===== src/rtl/bcd_pkg.sv =====
// Shared definitions for the digit-serial BCD subtractor.
// Holds the FSM state encoding, BCD digit constants and a digit-valid check.
// No ports; imported by bcd_digit_sub and bcd_serial_subtractor.
package bcd_pkg;

    localparam int BCD_MAX   = 9;
    localparam int BCD_RADIX = 10;

    typedef enum logic [1:0] {
        S_IDLE   = 2'd0,
        S_SUB    = 2'd1,
        S_RECOMP = 2'd2,
        S_DONE   = 2'd3
    } state_t;

    // True when a 4-bit nibble is a legal BCD digit (0..9).
    function automatic logic is_bcd(input logic [3:0] dig);
        return (dig <= 4'(BCD_MAX));
    endfunction

endpackage


===== src/rtl/bcd_digit_sub.sv =====
// Single BCD digit subtractor: d = a - b - bin, folded back into 0..9 with borrow out.
// Latency: combinational. Backpressure: none.
// Ports: a_i/b_i digits in 0..9, bin_i borrow in; d_o result digit, bout_o borrow out.
module bcd_digit_sub
    import bcd_pkg::*;
(
    input  logic [3:0] a_i,
    input  logic [3:0] b_i,
    input  logic       bin_i,
    output logic [3:0] d_o,
    output logic       bout_o
);

    // Range of a - b - bin is -10..9, which fits a 5-bit signed value.
    logic signed [4:0] raw;
    logic signed [4:0] adj;

    always_comb begin
        raw = $signed({1'b0, a_i}) - $signed({1'b0, b_i}) - $signed({4'b0000, bin_i});
        adj = raw + $signed(5'(BCD_RADIX));
        if (raw < 0) begin
            d_o    = adj[3:0];
            bout_o = 1'b1;
        end else begin
            d_o    = raw[3:0];
            bout_o = 1'b0;
        end
    end

endmodule


===== src/rtl/bcd_serial_subtractor.sv =====
// Digit-serial BCD subtractor: sign-magnitude |A-B|, one digit per clock, LSD first.
// Latency: DIGITS+1 cycles (A>=B), 2*DIGITS+1 (A<B, ten's complement pass), 1 (invalid digit).
// Backpressure: inp_start is only honoured in IDLE or DONE; starts while busy are dropped.
// Ports: inp_clk/inp_rst (async, active-high); inp_start, inp_A, inp_B request;
//        out_busy, out_done (1-cycle pulse), out_diff, out_neg, out_invalid results.
module bcd_serial_subtractor
    import bcd_pkg::*;
#(
    parameter int DIGITS = 4
) (
    input  logic                inp_clk,
    input  logic                inp_rst,
    input  logic                inp_start,
    input  logic [4*DIGITS-1:0] inp_A,
    input  logic [4*DIGITS-1:0] inp_B,
    output logic                out_busy,
    output logic                out_done,
    output logic [4*DIGITS-1:0] out_diff,
    output logic                out_neg,
    output logic                out_invalid
);

    localparam int W     = 4 * DIGITS;
    localparam int IDX_W = (DIGITS > 1) ? $clog2(DIGITS) : 1;
    localparam logic [IDX_W-1:0] LAST_IDX = IDX_W'(DIGITS - 1);

    state_t           state_q, state_d;
    logic [IDX_W-1:0] idx_q, idx_d;
    logic             borrow_q, borrow_d;
    logic [W-1:0]     a_q, a_d;
    logic [W-1:0]     b_q, b_d;
    logic [W-1:0]     work_q, work_d;
    logic [W-1:0]     diff_q, diff_d;
    logic             neg_q, neg_d;
    logic             inv_q, inv_d;

    // Shared digit subtractor operands (SUB: A[i]-B[i]; RECOMP: 0-work[i]).
    logic [3:0] sub_a, sub_b, sub_d;
    logic       sub_bin, sub_bout;

    logic [3:0] a_dig, b_dig, w_dig;
    logic       any_bad;

    bcd_digit_sub u_digit (
        .a_i    (sub_a),
        .b_i    (sub_b),
        .bin_i  (sub_bin),
        .d_o    (sub_d),
        .bout_o (sub_bout)
    );

    // Current digit selection; the index never exceeds DIGITS-1.
    always_comb begin
        a_dig = 4'd0;
        b_dig = 4'd0;
        w_dig = 4'd0;
        for (int k = 0; k < DIGITS; k++) begin
            if (idx_q == k[IDX_W-1:0]) begin
                a_dig = a_q[k*4 +: 4];
                b_dig = b_q[k*4 +: 4];
                w_dig = work_q[k*4 +: 4];
            end
        end
    end

    always_comb begin
        any_bad = 1'b0;
        for (int k = 0; k < DIGITS; k++) begin
            if (!is_bcd(inp_A[k*4 +: 4]) || !is_bcd(inp_B[k*4 +: 4])) begin
                any_bad = 1'b1;
            end
        end
    end

    always_comb begin
        state_d  = state_q;
        idx_d    = idx_q;
        borrow_d = borrow_q;
        a_d      = a_q;
        b_d      = b_q;
        work_d   = work_q;
        diff_d   = diff_q;
        neg_d    = neg_q;
        inv_d    = inv_q;
        sub_a    = 4'd0;
        sub_b    = 4'd0;
        sub_bin  = 1'b0;

        case (state_q)
            S_IDLE, S_DONE: begin
                if (inp_start) begin
                    a_d      = inp_A;
                    b_d      = inp_B;
                    borrow_d = 1'b0;
                    idx_d    = '0;
                    work_d   = '0;
                    if (any_bad) begin
                        state_d = S_DONE;
                        diff_d  = '0;
                        neg_d   = 1'b0;
                        inv_d   = 1'b1;
                    end else begin
                        state_d = S_SUB;
                    end
                end else begin
                    state_d = S_IDLE;
                end
            end

            S_SUB: begin
                sub_a    = a_dig;
                sub_b    = b_dig;
                sub_bin  = borrow_q;
                borrow_d = sub_bout;
                idx_d    = idx_q + IDX_W'(1);
                for (int k = 0; k < DIGITS; k++) begin
                    if (idx_q == k[IDX_W-1:0]) work_d[k*4 +: 4] = sub_d;
                end
                if (idx_q == LAST_IDX) begin
                    idx_d = '0;
                    if (sub_bout) begin
                        // Wrapped below zero: work holds 10^DIGITS + (A-B).
                        state_d  = S_RECOMP;
                        borrow_d = 1'b0;
                    end else begin
                        state_d = S_DONE;
                        diff_d  = work_d;
                        neg_d   = 1'b0;
                        inv_d   = 1'b0;
                    end
                end
            end

            S_RECOMP: begin
                sub_a    = 4'd0;
                sub_b    = w_dig;
                sub_bin  = borrow_q;
                borrow_d = sub_bout;
                idx_d    = idx_q + IDX_W'(1);
                for (int k = 0; k < DIGITS; k++) begin
                    if (idx_q == k[IDX_W-1:0]) work_d[k*4 +: 4] = sub_d;
                end
                if (idx_q == LAST_IDX) begin
                    idx_d    = '0;
                    borrow_d = 1'b0;
                    state_d  = S_DONE;
                    diff_d   = work_d;
                    neg_d    = 1'b1;
                    inv_d    = 1'b0;
                end
            end

            default: state_d = S_IDLE;
        endcase
    end

    always_ff @(posedge inp_clk or posedge inp_rst) begin
        if (inp_rst) begin
            state_q  <= S_IDLE;
            idx_q    <= '0;
            borrow_q <= 1'b0;
            a_q      <= '0;
            b_q      <= '0;
            work_q   <= '0;
            diff_q   <= '0;
            neg_q    <= 1'b0;
            inv_q    <= 1'b0;
        end else begin
            state_q  <= state_d;
            idx_q    <= idx_d;
            borrow_q <= borrow_d;
            a_q      <= a_d;
            b_q      <= b_d;
            work_q   <= work_d;
            diff_q   <= diff_d;
            neg_q    <= neg_d;
            inv_q    <= inv_d;
        end
    end

    assign out_busy    = (state_q == S_SUB) || (state_q == S_RECOMP);
    assign out_done    = (state_q == S_DONE);
    assign out_diff    = diff_q;
    assign out_neg     = neg_q;
    assign out_invalid = inv_q;

endmodule


===== config.mk =====
export PLATFORM = sky130hd
export DESIGN_NAME = bcd_serial_subtractor
export DESIGN_NICKNAME = d
export VERILOG_FILES = /design/src/rtl/bcd_pkg.sv /design/src/rtl/bcd_digit_sub.sv /design/src/rtl/bcd_serial_subtractor.sv
export SDC_FILE = /design/constraint.sdc
export NUM_CORES = 1
export LEC_CHECK = 0
export ABC_CLOCK_PERIOD_IN_PS = 8820
export CELL_PAD_IN_SITES_DETAIL_PLACEMENT = 1
export CELL_PAD_IN_SITES_GLOBAL_PLACEMENT = 1
export CORE_ASPECT_RATIO = 1.1
export CORE_UTILIZATION = 42
export CTS_CLUSTER_DIAMETER = 60
export DETAILED_ROUTE_END_ITERATION = 7
export DONT_BUFFER_PORTS = 1
export PLACE_DENSITY = 0.73
export SLEW_MARGIN = 20
export SYNTH_ARGS = -nofsm -noshare
export SYNTH_HDL_FRONTEND = slang
export SYNTH_SLANG_ARGS = --single-unit

===== constraint.sdc =====
create_clock -name inp_clk -period 8.82 [get_ports inp_clk]
set_clock_uncertainty 0.05 [all_clocks]
set_input_delay 1.323 -clock inp_clk [delete_from_list [all_inputs] [get_ports inp_clk]]
set_output_delay 1.323 -clock inp_clk [all_outputs]
set_load 0.005 [all_outputs]

# ---- Yosys cells after proc, flatten, opt, wreduce, memory -nomap -nowiden
# Index checks and enable logic that the tools add are counted.
dict set report totals {
  out_inout_bits 20
  mem_bits_rw 0
  romBits 0
  in_bits 35
  reg_bits 71
  wordCells 108
  latchBits 0
  n_memories 0
}
dict set report op_classes {
  div_mod_pow 0
  n_bitwise 0
  reduce_logical 20
  shift 0
  n_mul 0
  n_mux 55
  magnitude_cmp 9
  eq_ne 11
  add_sub_neg 4
}
# operator count
set ops {}
lappend ops {{$mux W16} 6}
lappend ops {{$mux W4} 18}
lappend ops {{$pmux W16 S3} 1}
lappend ops {{$le A4 B4 Y1 const B} 8}
lappend ops {{$pmux W16 S2} 1}
lappend ops {{$mux W1} 17}
lappend ops {{$mux W2} 6}
lappend ops {{$ne A2 B2 Y1 const B} 5}
lappend ops {{$eq A2 B2 Y1 const B} 4}
lappend ops {{$logic_not A1 Y1} 8}
lappend ops {{$pmux W4 S2} 1}
lappend ops {{$pmux W1 S3} 2}
lappend ops {{$pmux W2 S3} 1}
lappend ops {{$logic_or A1 B1 Y1} 5}
lappend ops {{$lt A5 B1 Y1 const B} 1}
lappend ops {{$reduce_and A5 Y1} 1}
lappend ops {{$sub A4 B4 Y5} 1}
lappend ops {{$sub A5 B2 Y5} 1}
lappend ops {{$add A4 B4 Y4 const B} 1}
lappend ops {{$eq A2 B1 Y1 const B} 2}
lappend ops {{$logic_not A2 Y1} 2}
lappend ops {{$pmux W2 S2} 1}
lappend ops {{$reduce_and A2 Y1} 2}
lappend ops {{$reduce_or A2 Y1} 2}
lappend ops {{other kinds (2)} 2}

# ---- Logic depth before layout (Yosys ltp)
dict set report logic_depth {
  word_depth 14
  ltp_mapped 22
  ltp_nobuf 20
}

# ---- By module
# A second synthesis with hierarchy kept.
dict set report hier_totals {
  hier_cells 404
  area_unflattened_um2 4033.9
}
# module cells_per_inst instances seq_area_each_um2 area_each_um2
set modules_own_cells {}
lappend modules_own_cells {bcd_serial_subtractor 372 1 1776.7 3759.9}
lappend modules_own_cells {bcd_digit_sub 32 1 0.0 274.0}

# ---- Least setup slack after synthesis
# No wires, ideal clock.
dict set report synth_path {
  kind {flip-flop to flip-flop}
  start {reg idx_q[1]}
  end {reg diff_q[15] (netlist: out_diff[15])}
  stages_incl_launch_ff 19
  t_required_ns 8.687
  t_arrival_ns 3.784
  period_less_slack_ns 3.916
  n_path_buf 2
  slack_ns 4.904
  path_cell_list {dfrtp_1 > inv_1 > ha_1 > clkbuf_1 > clkbuf_1 > o21ai_0 > a221oi_1 > a211oi_1 > a21oi_1 > nor2_1 > fa_1 > inv_1 > fa_1 > ha_1 > a221oi_1 > and3_1 > xor2_1 > mux2i_1 > o21ai_0}
}
dict set report synth_between {
  elab_chain_cells 14
}
# item line
set synth_lines {}
lappend synth_lines {{start, declared} bcd_serial_subtractor.sv:28} ;# logic [IDX_W-1:0] idx_q, idx_d;
lappend synth_lines {{start signal, assigned} bcd_serial_subtractor.sv:170} ;# idx_q <= idx_d;
lappend synth_lines {{$logic_not A2 Y1} bcd_serial_subtractor.sv:58} ;# if (idx_q == k[IDX_W-1:0]) begin
lappend synth_lines {{$mux W4 (4 in series)} bcd_serial_subtractor.sv:58}
lappend synth_lines {{$pmux W4 S2 or $mux W4 (tied branches)} bcd_serial_subtractor.sv:89} ;# case (state_q)
lappend synth_lines {{$sub A4 B4 Y5} bcd_digit_sub.sv:19} ;# raw = $signed({1'b0, a_i}) - $signed({1'b0, b_i}) - $signed({4'b0000, bin_i});
lappend synth_lines {{$sub A5 B2 Y5} bcd_digit_sub.sv:19}
lappend synth_lines {{$add A4 B4 Y4 or $lt A5 B1 Y1 (tied branches)} {bcd_digit_sub.sv:20, bcd_digit_sub.sv:21}}
lappend synth_lines {{$mux W4} bcd_digit_sub.sv:21} ;# if (raw < 0) begin
lappend synth_lines {{$mux W4} {bcd_serial_subtractor.sv:117, bcd_serial_subtractor.sv:141}}
lappend synth_lines {{$mux W16} bcd_serial_subtractor.sv:121} ;# if (sub_bout) begin
lappend synth_lines {{$mux W16} bcd_serial_subtractor.sv:119} ;# if (idx_q == LAST_IDX) begin
lappend synth_lines {{$pmux W16 S3} bcd_serial_subtractor.sv:89}
lappend synth_lines {{end signal, assigned} bcd_serial_subtractor.sv:175} ;# diff_q <= diff_d;
lappend synth_lines {{end, declared} bcd_serial_subtractor.sv:33} ;# logic [W-1:0] diff_q, diff_d;
# Several ways; a longest one is shown, not always the timed one. The select of a mux whose other input is x is not followed.
# A chain may end at the register's enable or synchronous reset.

# ---- Final worst setup path
dict set report layout_path {
  start {reg idx_q[0]}
  end {reg diff_q[15] (netlist: out_diff[15])}
}
# The elaborated chain is that of the path after synthesis.

==> reports/qor.txt <==
Status: completed
Number of post-CTS setup repair buffers: 0
Cell count of the worst hold path: 2
Critical path endpoint category: flop
Mapped cell area: 0.003771 sq mm
Required time of the worst setup path: 9020 ps
Maximum clock path buffer count: 2
Die width: 92.35 um
Reg-to-Reg Start: idx_q[0]
Number of cells on the worst reg-to-reg path: 18
Area of the core: 0.008539 sq mm
Count of unresolved DRC violations after routing: 0
Hold Fails Final Rpt: 0
Vias per inst: 5.890
Cell count after synthesis: 356
Top Ports: 55
Post-synth EDFFs: 0
Overall fraction of global-route tracks in use: 0.2207
Worst Setup Path Type: flop to flop
Post-DR wirelength/cell: 20.21 um
Worst-path fanout max: 18
Setup repair after global routing missed its margin: no
Startpoint type of the worst setup path: flop
TritonCTS clock tree: yes
Vertical die dimension: 101.4 um
Normalized max-slew margin: 0.3311
Layout fillers: 950
Post-layout minimum cycle time: 4699 ps
Via count of the first global-routing pass: 2,910
Global-route wire length before repair: 15,530 um
Most frequently used cell type in the post-synthesis netlist: sky130_fd_sc_hd__dfrtp_1
Fraction of final layout cells sized beyond drive strength 1: 0.1966
Share of flip-flops with an asynchronous set or reset: 1.000
Antenna violations before repair: 0
Maximum clock frequency: 212.8 MHz
Most frequent cells after synthesis: 71 x sky130_fd_sc_hd__dfrtp_1, 46 x sky130_fd_sc_hd__mux2_2, 38 x sky130_fd_sc_hd__o21ai_0
Placed wire-length estimate: 6688 um
Total Negative Setup Slacks: 0 ps
Total clock buffers created by CTS: 9
Nets: 396
Signed area change from the synthesized netlist to the final layout: 6.536%
Startpoint of the most critical setup path: idx_q[0]
Initial DRC Count: 168
Number of sinks driven by the clock tree: 71
Level count of the clock H-tree: 3
Vias after detailed routing: 2,721
Avg Cell Area, Syn: 10.59 sq um
Placement-stage cell area: 0.003839 sq mm
Share of Yosys cell area claimed by the top area cell type: 0.4711
Number of max-cap violations: 0
Yosys warnings: 0
Min-Delay Startpoint: borrow_q
Maximum number of pins on one net before global-route repair: 72
Drt first pass iters: 4
Full die area: 0.009362 sq mm
Routability congestion estimate from global placement: 0.8122
Port Buffers: 0
Actual slew at the worst max-slew pin: 1003 ps
Antenna Diode Count: 0
Commonest register cell after synthesis: sky130_fd_sc_hd__dfrtp_1
Final Max Slew Viols: 0
Share of the yosys chip area belonging to registers: 0.4711
Synthesized net count: 405
Critical path arrival: 4900 ps
Root buffer cell: sky130_fd_sc_hd__clkbuf_8
Cell type with the highest aggregate area in the netlist: sky130_fd_sc_hd__dfrtp_1
Number of distinct library cell variants in the gate-level netlist after synthesis: 42
Remaining antenna violation count after routing: 0
Total congestion overflow: 0
Final core utilization: 0.4705
Post-cts hold buffer count: 0
Number of setup violations in the final report: 0
Detailed Route WL: 9338 um
Final worst-path cycle share: 0.5328
Path class of the lowest-slack min-delay path: flop to flop
Number of gates resized after cts: 0
Leading cell types by total area after synthesis: sky130_fd_sc_hd__dfrtp_1 47%, sky130_fd_sc_hd__mux2_2 14%, sky130_fd_sc_hd__o21ai_0 5.0%, sky130_fd_sc_hd__ha_1 4.0%, sky130_fd_sc_hd__nand2_1 3.7%
Design Area, Final: 0.004018 sq mm
Post-synthesis sequential element count: 71
Clock network latency to the later pin of the worst-skew pair: 350 ps
Effective utilization at floorplan: 0.4416
Row count: 35
Clock edge transition at the registers on the reported setup and hold paths: 70 ps
==> worst max-delay path: stages (launching register included) <==
cell	delay, ps
sky130_fd_sc_hd__dfrtp_1	430
sky130_fd_sc_hd__inv_1	100
sky130_fd_sc_hd__ha_1	670
sky130_fd_sc_hd__nand3b_1	150
sky130_fd_sc_hd__a21oi_1	260
sky130_fd_sc_hd__a21oi_1	60
sky130_fd_sc_hd__o21ai_0	290
sky130_fd_sc_hd__nand2_1	160
sky130_fd_sc_hd__fa_1	410
sky130_fd_sc_hd__inv_1	100
sky130_fd_sc_hd__fa_1	220
sky130_fd_sc_hd__nand2b_1	210
sky130_fd_sc_hd__nand2_1	90
sky130_fd_sc_hd__ha_1	230
sky130_fd_sc_hd__a221oi_1	260
sky130_fd_sc_hd__and3_1	220
sky130_fd_sc_hd__xor2_1	300
sky130_fd_sc_hd__mux2i_1	170
sky130_fd_sc_hd__o21ai_0	240
==> layout by cell type (no fill, tap or decap), types with 8 or more instances in the layout <==
cell	instances
sky130_fd_sc_hd__clkbuf_8	9
sky130_fd_sc_hd__dfrtp_1	71
sky130_fd_sc_hd__a211oi_1	13
sky130_fd_sc_hd__a21o_1	12
sky130_fd_sc_hd__ha_1	12
sky130_fd_sc_hd__mux2_2	46
sky130_fd_sc_hd__mux2i_1	8
sky130_fd_sc_hd__a21oi_1	11
sky130_fd_sc_hd__o21ai_0	38
sky130_fd_sc_hd__nand2_1	37
sky130_fd_sc_hd__nor2_1	19
sky130_fd_sc_hd__inv_1	14
==> routing by layer <==
layer	vias up	track usage	part of all wire
met2	72	0.3635	0.50
met1	1376	0.2754	0.43
met5	-	0	0
met3	23	0.05631	0.047
met4	0	0.09736	0.026
li1	1250	-	-
==> final timing paths <==
kind                                end  slack, ps
max in group asynchronous      idx_q[1]       7040
hold / removal                 borrow_q        460
setup / recovery           out_diff[15]       4120
min in group asynchronous   out_diff[1]       1060
hold reg to reg                borrow_q        460
setup reg to reg           out_diff[15]       4120
==> layout make-up <==
cell class | instances | area [sq um] | share of cell area
Timing Repair Buffer | 4 | 30.03 | 0.007474
Clock buffer | 11 | 131.4 | 0.03270
Clock inverter | 4 | 47.55 | 0.01183
Inverter | 15 | 56.30 | 0.01401
Tap cell | 111 | 138.9 | 0.03457
Multi-Input combinational cell | 246 | 1837 | 0.4572
Sequential cell | 71 | 1777 | 0.4422
==> through the flow <==
step	setup slack [ps]	hold WS, ps	cells
finish	4121	459.1	462
floorplan	4904	390.7	356
detailed placement	4133	435.6	447
global route	3641	484.4	462
global placement	4441	405.3	447
CTS	4109	455.4	462
==> cell families after synthesis <==
family | Yosys count | synth area share
mux | 54 | 0.1586
fa+ha+maj | 14 | 0.05043
xor+xnor | 4 | 0.01294
simple gates | 76 | 0.09488
buf+inv | 39 | 0.04246
compound gates | 98 | 0.1695
flops | 71 | 0.4711
==> registers in the layout, indices dropped and copies added, names as in the netlist <==
signal,flops
idx_q,2
a_q,16
out_diff,16
b_q,16
work_q,16
out_neg,1
borrow_q,1
out_invalid,1
state_q,2
Power is left out: the tool's default activity adds up to more than one toggle a clock period on the data nets, which glitch-free logic cannot reach.
